**config.mk**
```make
export PLATFORM = sky130hd
export DESIGN_NAME = sat_counter
export DESIGN_NICKNAME = d
export VERILOG_FILES = /design/src/rtl/odd_parity_frame_checker_sat_counter.sv
export SDC_FILE = /design/constraint.sdc
export NUM_CORES = 1
export LEC_CHECK = 0
export ABC_AREA = 1
export BUFFER_PORTS_ARGS = -buffer_cell sky130_fd_sc_hd__buf_4
export CORE_AREA = 2 2 39 41
export CTS_BUF_LIST = sky130_fd_sc_hd__clkbuf_16
export DETAILED_ROUTE_END_ITERATION = 8
export DIE_AREA = 0 0 41 43
export SLEW_MARGIN = 20
export SYNTH_ARGS = -nofsm -noshare
export SYNTH_HDL_FRONTEND = slang
export SYNTH_SLANG_ARGS = --single-unit
```
**constraint.sdc**
```tcl
create_clock -name clk -period 3.3 [get_ports clk]
set_clock_uncertainty 0.2 [all_clocks]
set_input_delay 0.165 -clock clk [delete_from_list [all_inputs] [get_ports clk]]
set_output_delay 0.165 -clock clk [all_outputs]
set_load 0.005 [all_outputs]
```
**src/rtl/odd_parity_frame_checker_sat_counter.sv**
```systemverilog
// Saturating up-counter with synchronous clear; clear takes priority over increment.
module sat_counter #(
    parameter int ERR_CNT_W = 4
) (
    input  logic                 clk,
    input  logic                 rst,
    input  logic                 inc,
    input  logic                 clr,
    output logic [ERR_CNT_W-1:0] count
);

    localparam logic [ERR_CNT_W-1:0] CNT_MAX = {ERR_CNT_W{1'b1}};

    logic [ERR_CNT_W-1:0] count_r;
    logic [ERR_CNT_W-1:0] count_s;

    // Next count: clear wins, then increment unless already saturated.
    always_comb begin
        count_s = count_r;
        if (clr) begin
            count_s = {ERR_CNT_W{1'b0}};
        end else if (inc && (count_r != CNT_MAX)) begin
            count_s = count_r + {{(ERR_CNT_W-1){1'b0}}, 1'b1};
        end else begin
            count_s = count_r;
        end
    end

    // Count register.
    always_ff @(posedge clk) begin
        if (rst) begin
            count_r <= {ERR_CNT_W{1'b0}};
        end else begin
            count_r <= count_s;
        end
    end

    assign count = count_r;

endmodule

```
---- Word-level counts from Yosys, hierarchy flattened ----
Index checks and enable logic that the tools add are counted.
cells by class
  $add $sub $neg .......................... 1
  eq/ne operators ......................... 1
  reductions and logical operators ........ 2
operator list
  cell                                                            count
  4-bit by 1-bit adder with 4-bit output (second input constant)  1
  4-bit inequality test (second input constant)                   1
  2-bit OR reduction                                              1
  1-bit logical AND                                               1
storage, ports and cells
  bits in registers ....................... 4
  input port bits ......................... 4
  output and inout port bits .............. 4
  word-level logic and storage cells ...... 5

---- Depth between registers and ports, before layout ----
Gate-level depths: netlist (run 1).
  word-level depth ........................ 2
  mapped depth ............................ 7
  mapped depth without buffers ............ 7

---- Worst setup path before layout (run 1) ----
No wires, ideal clock.
  kind .................................... register to register
  start ................................... register count_r[0] (netlist: count[0])
  end ..................................... register count_r[1] (netlist: count[1])
  setup time .............................. 0.116 ns
  arrival time ............................ 0.985 ns
  required time ........................... 2.984 ns
  setup slack ............................. 1.999 ns
  stages on the path, launching flop included .. 7
  buffers on the path ..................... 0
  period minus slack after synthesis ...... 1.301 ns
  path through ............................ dfxtp_1 -> ha_1 -> nand3_2 -> nand2_2 -> inv_2 -> nor2_1 -> nor2_1
between the ends
  cells in the longest elaborated chain, start to end .. 2
  elaborated cells between the ends (all ways) .. 3
  those cells by class .................... 1 x add/sub; 1 x eq/ne; 1 x reduce/logical
ends and longest elaborated chain
  what                                                                            line  text
  from (decl)                                                                     14    logic [ERR_CNT_W-1:0] count_r;
  from (signal assigned)                                                          32    count_r <= {ERR_CNT_W{1'b0}};
  from (signal assigned)                                                          34    count_r <= count_s;
  branches (longest 2 deep; another with 4-bit by 1-bit adder with 4-bit output)  n/a
Several ways; the timed one is not identified.
A chain may end at the register's enable or synchronous reset.

---- Worst setup path in the final report (run 1) ----
Same ends and word-level chain as after synthesis.

==> impl_metrics.ini, run 1 <==
[run_status]
status = completed

[logic_synthesis]
synth.distinct_cells = 13
yosysMostFrequentCell = nor2_1
synth_fp_nets = 35
yosys.area.top_type_share = 0.358
yosys_most_used_dff = dfxtp_1
synth-edff-count = 0
yosys.area.top_type = dfxtp_1
yosysSeqAreaShare = 0.358
synthTopCellsByArea = dfxtp_1 (36%), nor2_1 (13%), nor2_8 (8.9%), nand2_1 (6.7%), ha_1 (5.6%)
avgSynthCellArea_um2 = 7.47
synth_warnings = 0
ys_ff_latch = 4
ys_top_cells_by_count = nor2_1 (8), dfxtp_1 (4), nand2_1 (4)
syn_inst = 30
netlist_area_um2 = 224
async_flop_share = 0

[power]
powerDensity_mw_per_mm2 = 673
power.internal_mw = 0.211
ir_drop_mv = 0.305
switching_power_mw = 0.0393
pwr-share-clk = 0.743
power_switching_share = 0.157
power_frac_seq = 0.205
leakagePower_nw = 0.160
combPwrFrac = 0.052

[cells_and_area]
diodes = 0
largest_reg_flops = 4
fillers = 151
nets = 47
regArea_um2 = 80.1
finalInstanceArea_um2 = 372
area_delta_synth_final_pct = 65.9
multiInputGateArea_um2 = 133
drive_above_1_share = 0.375

[setup_path]
cp_max_fo = 6
worstPathRequired_ns = 3.21
worst-path-buf-inv = 1
path_cells = ha_1, nand3_2, nand2_2, inv_2, nor2_1, nor2_1
critical-path-slowest-cell = dfxtp_1
critical_path_arrival_ns = 1.27
crit_start = count[0]
reg2regPathDepth = 6
r2r_start = count[0]
crit_family = flip-flops
crit_path_frequent_cell = nor2_1
critPathCaptureType = flop
worst-r2r-setup-slack_ns = 1.94
critPathLaunchType = flop
cp_slowest_stage_delay_ns = 0.40
path_class = reg -> reg
r2r_end = count[1]

[timing]
rsz0062_at_grt = false
drv_slew = 0
tightestPinTransition_ns = 0.188
holdWs_ns = 0.00627
clock.fmax_mhz = 737
relSlewSlack = 0.874
finalSetupViolCount = 0
hold_viol_final = 0
min_period_ns = 1.36
min_period_over_period = 0.411
fin_tns_setup_ns = 0

[global_routing]
antenna_found_initial = 0
grt_pass1_wl_um = 634
grt_usage = 0.0673
grt_pass1_vias = 181
grt_max_degree = 7
grt-ovfl-total = 0

[clock_network]
hold_buffers = 0
numCtsBuffers = 3
cts_resized = 0
cts_max_level = 1
cts_tree = built
root_buffer = clkbuf_16
cts_setup_buffers = 0
cts_buffer_depth = 2
cts.sinks = 4
insertion_delay_ns = 0.22
path_clk_slew_ns = 0.03

[worst_hold_path]
hold_class = in -> reg
hold_end = count[2]
hold_depth = 4
worstHoldStart = rst

[placed_design]
port_buffers = 7
routabilityCongestion = 0.709
place_area_um2 = 297
dp_hpwl_um = 351

[route]
antenna_left = 0
dr.pass1.iters = 2
drt_iter0_drc = 5
wire_per_inst_um = 7.61
remaining_drc_errors = 0
via_per_inst = 3.84
vias = 215
finalWirelength_um = 426

[floorplan]
rows = 14
die_h_um = 43
start_util = 0.162
io_pins = 8
dieArea_mm2 = 0.00176
core_mm2 = 0.00138
die-width_um = 41

[run]
maxCapViolCount = 0
## cell families after synthesis
family	count (synthesis)	synth area share
simple gates	20	0.492
flops	4	0.358
buf+inv	3	0.0503
compound gates	2	0.0446
fa+ha+maj	1	0.0559
## worst max-delay path by stage
stage                          end  slack, ns  cells past startpoint
final                     count[1]       1.94                      6
after global routing      count[1]       1.86                      6
after floorplan           count[1]       2.00                      6
after global placement    count[1]       1.96                      6
after detailed placement  count[1]       1.93                      6
after CTS                 count[1]       1.93                      6
## layer usage
layer,part of all wire,GRT usage
met1,0.39,0.0547
met2,0.38,0.0688
met3,0.11,0.0366
met4,0.11,0.140
met5,0,0
## placed cells by master (no fill, tap or decap), drive strengths merged
master,netlist,final
nor2,9,9
buf,0,7
nand2,6,6
dfxtp,4,4
clkbuf,0,3
nand3,3,3
inv,3,3
nand4,2,2
o21ai,1,1
a21oi,1,1
ha,1,1
## stage by stage
stage | worst slack [ns] | utilization | std cells | total power [mW]
after floorplan | 2.00 | - | 30 | 0.0577
after global placement | 1.96 | 0.214 | 53 | 0.0652
after detailed placement | 1.93 | 0.214 | 53 | 0.0652
after CTS | 1.93 | 0.269 | 56 | 0.255
after global routing | 1.86 | 0.269 | 56 | 0.261
final | 1.94 | 0.269 | 56 | 0.250
## power by group through the flow
| stage | Clock [mW] | Combinational, mW | Sequential [mW] |
|---|---|---|---|
| 6_report | 0.186 | 0.0129 | 0.0514 |
| 5_1_grt | 0.195 | 0.0145 | 0.0516 |
| 4_1_cts | 0.190 | 0.0132 | 0.0514 |
| 3_5_place_dp | 0 | 0.0131 | 0.0521 |
| 3_3_place_gp | 0 | 0.0132 | 0.0520 |
| 2_1_floorplan | 0 | 0.00576 | 0.0520 |
## layout make-up
| cell class | instances | share of cell area |
|---|---|---|
| multi-input combinational | 23 | 0.357 |
| inverter | 3 | 0.0303 |
| sequential | 4 | 0.215 |
| timing repair buffer | 7 | 0.141 |
| tap | 16 | 0.0539 |
| clock buffer | 3 | 0.202 |
## worst reg2reg max path, cell delays in order (launching register included)
cell and delay [ns]:
dfxtp_1 0.40, ha_1 0.24, nand3_2 0.12, nand2_2 0.10, inv_2 0.05, nor2_1 0.08
nor2_1 0.05
No activity file was read; power rests on OpenSTA's default activity.
==> run 2: changes to the inputs <==
clock period = 1.25 ns   (was 3.3 ns; I/O delays follow)
==> run 2 against run 1 <==
Design area is 16% higher. Global-route usage is 0.90 points higher. Utilization is 4.3 points higher. Critical path type unchanged. Largest cell class unchanged.
==> impl_metrics.ini, run 2 (synthesis gave the netlist of run 1 again) <==
[run_status]
status = completed

[clock_network]
numCtsBuffers = 3
cts.sinks = 4
insertion_delay_ns = 0.22
cts_buffer_depth = 2
path_clk_slew_ns = 0.03
cts_max_level = 1
cts_setup_buffers = 0
root_buffer = clkbuf_16
cts_tree = built

[floorplan]
rows = 14
dieArea_mm2 = 0.00176
die_h_um = 43
core_mm2 = 0.00138
start_util = 0.162
die-width_um = 41
io_pins = 8

[setup_path]
path_class = reg -> reg
critPathLaunchType = flop
critPathCaptureType = flop
r2r_end = count[1]
critPathCapture = count[1]
worst-r2r-setup-slack_ns = 0.05
r2r_start = count[1]
critical_path_arrival_ns = 1.11
cp_max_fo = 4
reg2regPathDepth = 6
crit_start = count[1]
worstPathRequired_ns = 1.16

[timing]
tightestPinTransition_ns = 0.183
fin_tns_setup_ns = 0
hold_viol_final = 0
rsz0062_at_grt = false
setup_slack_ns = 0.0549
finalSetupViolCount = 0
drv_slew = 0
min_period_over_period = 0.956
clock.fmax_mhz = 837
relSlewSlack = 0.878
min_period_ns = 1.20

[placed_design]
dp_hpwl_um = 351
routabilityCongestion = 0.736
place_area_um2 = 317
port_buffers = 7
place_worst_setup_slack_ns = 0.0392

[power]
power_switching_share = 0.164
combPwrFrac = 0.073
leakagePower_nw = 0.181
pwr-share-clk = 0.729
power_frac_seq = 0.199
report.power.total_mw = 0.679
switching_power_mw = 0.111
powerDensity_mw_per_mm2 = 1570
power.internal_mw = 0.568
ir_drop_mv = 0.700

[route]
antenna_left = 0
remaining_drc_errors = 0
dr.pass1.iters = 2
vias = 231
via_per_inst = 3.79
drt_iter0_drc = 3
finalWirelength_um = 508
wire_per_inst_um = 8.33

[cells_and_area]
fin_util = 0.312
area_delta_synth_final_pct = 92.7
diodes = 0
nets = 52
finalInstanceArea_um2 = 432
drive_above_1_share = 0.444
final_common_cell = buf_4
layout_common_cells = buf_4 (9), nor2_1 (8), nand2_1 (4)
largest_reg_flops = 4

[global_routing]
grt-ovfl-total = 0
grt_usage = 0.0762
antenna_found_initial = 0
grt_pass1_vias = 178
grt_max_degree = 6
grt_pass1_wl_um = 717

[worst_hold_path]
hold_class = reg -> reg

[run]
maxCapViolCount = 0
## run 2: cell type report
type	instances	area (um2)
fill	154	952
multi-input combinational	23	145
timing repair buffer	12	97.6
sequential	4	82.6
clock buffer	3	75.1
tap	16	20.0
inverter	3	11.3
## run 2: how the worst min path moves through the flow
| stage | depth (start not counted) | to | slack [ns] | from |
|---|---|---|---|---|
| 3_3_place_gp | 4 | count[2] | 0.13 | rst |
| 5_1_grt | 2 | count[3] | 0.36 | count[3] |
| 3_5_place_dp | 4 | count[0] | 0.14 | rst |
| 2_1_floorplan | 3 | count[2] | -0.008 | rst |
| 4_1_cts | 2 | count[2] | 0.33 | count[2] |
| 6_report | 2 | count[2] | 0.32 | count[2] |
## run 2: what timing repair did
action / CTS / global route
setup endpoints to repair: 0 / 3
endpoints found under the hold margin: 4 / 0
resized for setup: 0 / 1
hold buffers: 3 / 0
## run 2: per-stage QoR
| stage | hold WS, ns | instances |
|---|---|---|
| after floorplan | -0.00775 | 30 |
| after global placement | 0.135 | 55 |
| after detailed placement | 0.139 | 55 |
| after CTS | 0.326 | 61 |
| after global routing | 0.362 | 61 |
| final | 0.325 | 61 |
## run 2: metal layers
layer	GRT usage	routed length, um	up-vias
met5	0	0	-
met4	0.140	42	0
met3	0.0471	36	4
met2	0.0719	203	7
met1	0.0737	226	92
li1	-	-	128
## run 2: power by group through the flow
stage | Clock [mW] | Sequential, mW | Combinational [mW]
after global routing | 0.519 | 0.135 | 0.0535
after global placement | 0 | 0.135 | 0.0416
after floorplan | 0 | 0.138 | 0.0153
final | 0.495 | 0.135 | 0.0493
after detailed placement | 0 | 0.135 | 0.0417
after CTS | 0.507 | 0.134 | 0.0493
## run 2: critical path, cell delays in order, from the launching register on
cell     delay [ns]
dfxtp_2        0.34
ha_4           0.15
nand3_2        0.11
nand2_2        0.11
inv_2          0.05
nor2_1         0.08
nor2_1         0.05
==> run 3: changes to the inputs <==
CTS_BUF_LIST = sky130_fd_sc_hd__clkbuf_8   (was sky130_fd_sc_hd__clkbuf_16)
SETUP_SLACK_MARGIN = 0.15   (was not set)
==> run 3 against run 2 <==
Design area fell by 0.87%. Clock power decreased by 42%. First-iteration DRC count fell by 33%. Register-to-register slack gained 0.03 ns. Via count is 6.9% higher. Combinational power increased by 4.9%. Largest power group unchanged.
==> impl_metrics.ini, run 3 (synthesis gave the netlist of run 1 again) <==
[cells_and_area]
drive_above_1_share = 0.468
instances_no_fill = 63
finalInstanceArea_um2 = 428
regArea_um2 = 88.8
layout_common_cells = buf_4 (10), nor2_1 (8), nand2_1 (4)
multiInputGateArea_um2 = 158
fillers = 145
nets = 53
diodes = 0
final_common_cell = buf_4
largest_reg_flops = 4
area_delta_synth_final_pct = 91.1

[global_routing]
grt_max_degree = 6
use_met3 = 0.0628
met2_usage = 0.125
antenna_found_initial = 0
grt_pass1_wl_um = 897
grt-ovfl-total = 0
use_met1 = 0.0737
grt_pass1_vias = 249
grt_usage = 0.0812
top_usage_layer = met2

[floorplan]
die-width_um = 41
io_pins = 8
rows = 14
dieArea_mm2 = 0.00176
start_util = 0.162
core_mm2 = 0.00138
die_h_um = 43

[setup_path]
critPathCaptureType = flop
cp_max_fo = 4
path_class = reg -> reg
worstPathRequired_ns = 1.16
r2r_start = count[1]
r2r_end = count[3]
critical_path_arrival_ns = 1.08
crit_start = count[1]
critPathLaunchType = flop
reg2regPathDepth = 6
worst-r2r-setup-slack_ns = 0.08
critPathCapture = count[3]

[route]
via_per_inst = 3.92
vias = 247
dr.pass1.iters = 2
antenna_left = 0
wire_per_inst_um = 8.56
remaining_drc_errors = 0
drt_iter0_drc = 2
finalWirelength_um = 539

[timing]
fin_tns_setup_ns = 0
clock.fmax_mhz = 856
drv_slew = 0
finalSetupViolCount = 0
min_period_over_period = 0.934
rsz0062_at_grt = true
relSlewSlack = 0.912
min_period_ns = 1.17
hold_viol_final = 0
holdWs_ns = 0.305
tightestPinTransition_ns = 0.132

[clock_network]
cts_tree = built
root_buffer = clkbuf_8
numCtsBuffers = 3
cts.sinks = 4
path_clk_slew_ns = 0.03
cts_max_level = 1
cts_buffer_depth = 2
insertion_delay_ns = 0.22

[placed_design]
port_buffers = 7
place_area_um2 = 332
dp_hpwl_um = 364
place_inst = 54
routabilityCongestion = 0.671

[power]
leakagePower_nw = 0.179
ir_drop_mv = 0.908
powerDensity_mw_per_mm2 = 1100

[run_status]
status = completed

[worst_hold_path]
hold_class = reg -> reg

[run]
maxCapViolCount = 0
-- run 3: through the flow --
stage	power [mW]	util	worst slack, ns
floorplan	0.152	-	0.0959
global placement	0.173	0.240	0.0576
detailed placement	0.172	0.240	0.0448
CTS	0.483	0.308	0.0726
global route	0.493	0.309	0.0194
finish	0.472	0.309	0.0823
-- run 3: how the worst min path moves through the flow --
| stage | start | endpoint | slack, ns | cells after the start |
|---|---|---|---|---|
| 3_3_place_gp | rst | count[0] | 0.13 | 4 |
| 6_report | count[2] | count[2] | 0.30 | 2 |
| 3_5_place_dp | rst | count[0] | 0.14 | 4 |
| 5_1_grt | count[2] | count[2] | 0.33 | 2 |
| 2_1_floorplan | rst | count[2] | -0.008 | 3 |
| 4_1_cts | count[2] | count[2] | 0.34 | 2 |
-- run 3: worst max-delay path, cell delays in order, from the launching register on --
cell     delay, ns
dfxtp_4       0.35
ha_4          0.15
nand3_4       0.10
nand2_4       0.08
nor2_1        0.04
nor2_1        0.09
nor2_1        0.05
-- run 3: repair_timing --
| item | in CTS | in global routing |
|---|---|---|
| endpoints found under the setup margin | 4 | 7 |
| gates resized for setup | 2 | 1 |
| hold buffers | 3 | 0 |
| buffers inserted | 2 | 0 |
| gates cloned | 0 | 0 |
| pin swaps | 0 | 0 |
| hold endpoints to repair | 4 | 0 |
-- run 3: where the power goes --
group          total, mW  internal [mW]  leakage, nW  switching, mW
logic             0.0517         0.0287        0.117         0.0231
registers          0.132          0.129       0.0344        0.00291
clock network      0.288          0.210       0.0269         0.0777
-- run 3: area by class of cell --
cell class / count / share of cell area
multi-input cells: 23 / 0.368
repair buffers: 13 / 0.246
flip-flops and latches: 4 / 0.208
clock buffers: 3 / 0.0965
well taps: 16 / 0.0468
inverters: 3 / 0.0263
clock inverters: 1 / 0.00877
-- run 3: per-layer routing --
| layer | up-vias | routed length (um) |
|---|---|---|
| met5 | - | 0 |
| met4 | 0 | 14 |
| met3 | 2 | 37 |
| met2 | 9 | 254 |
| met1 | 105 | 232 |
| li1 | 131 | - |
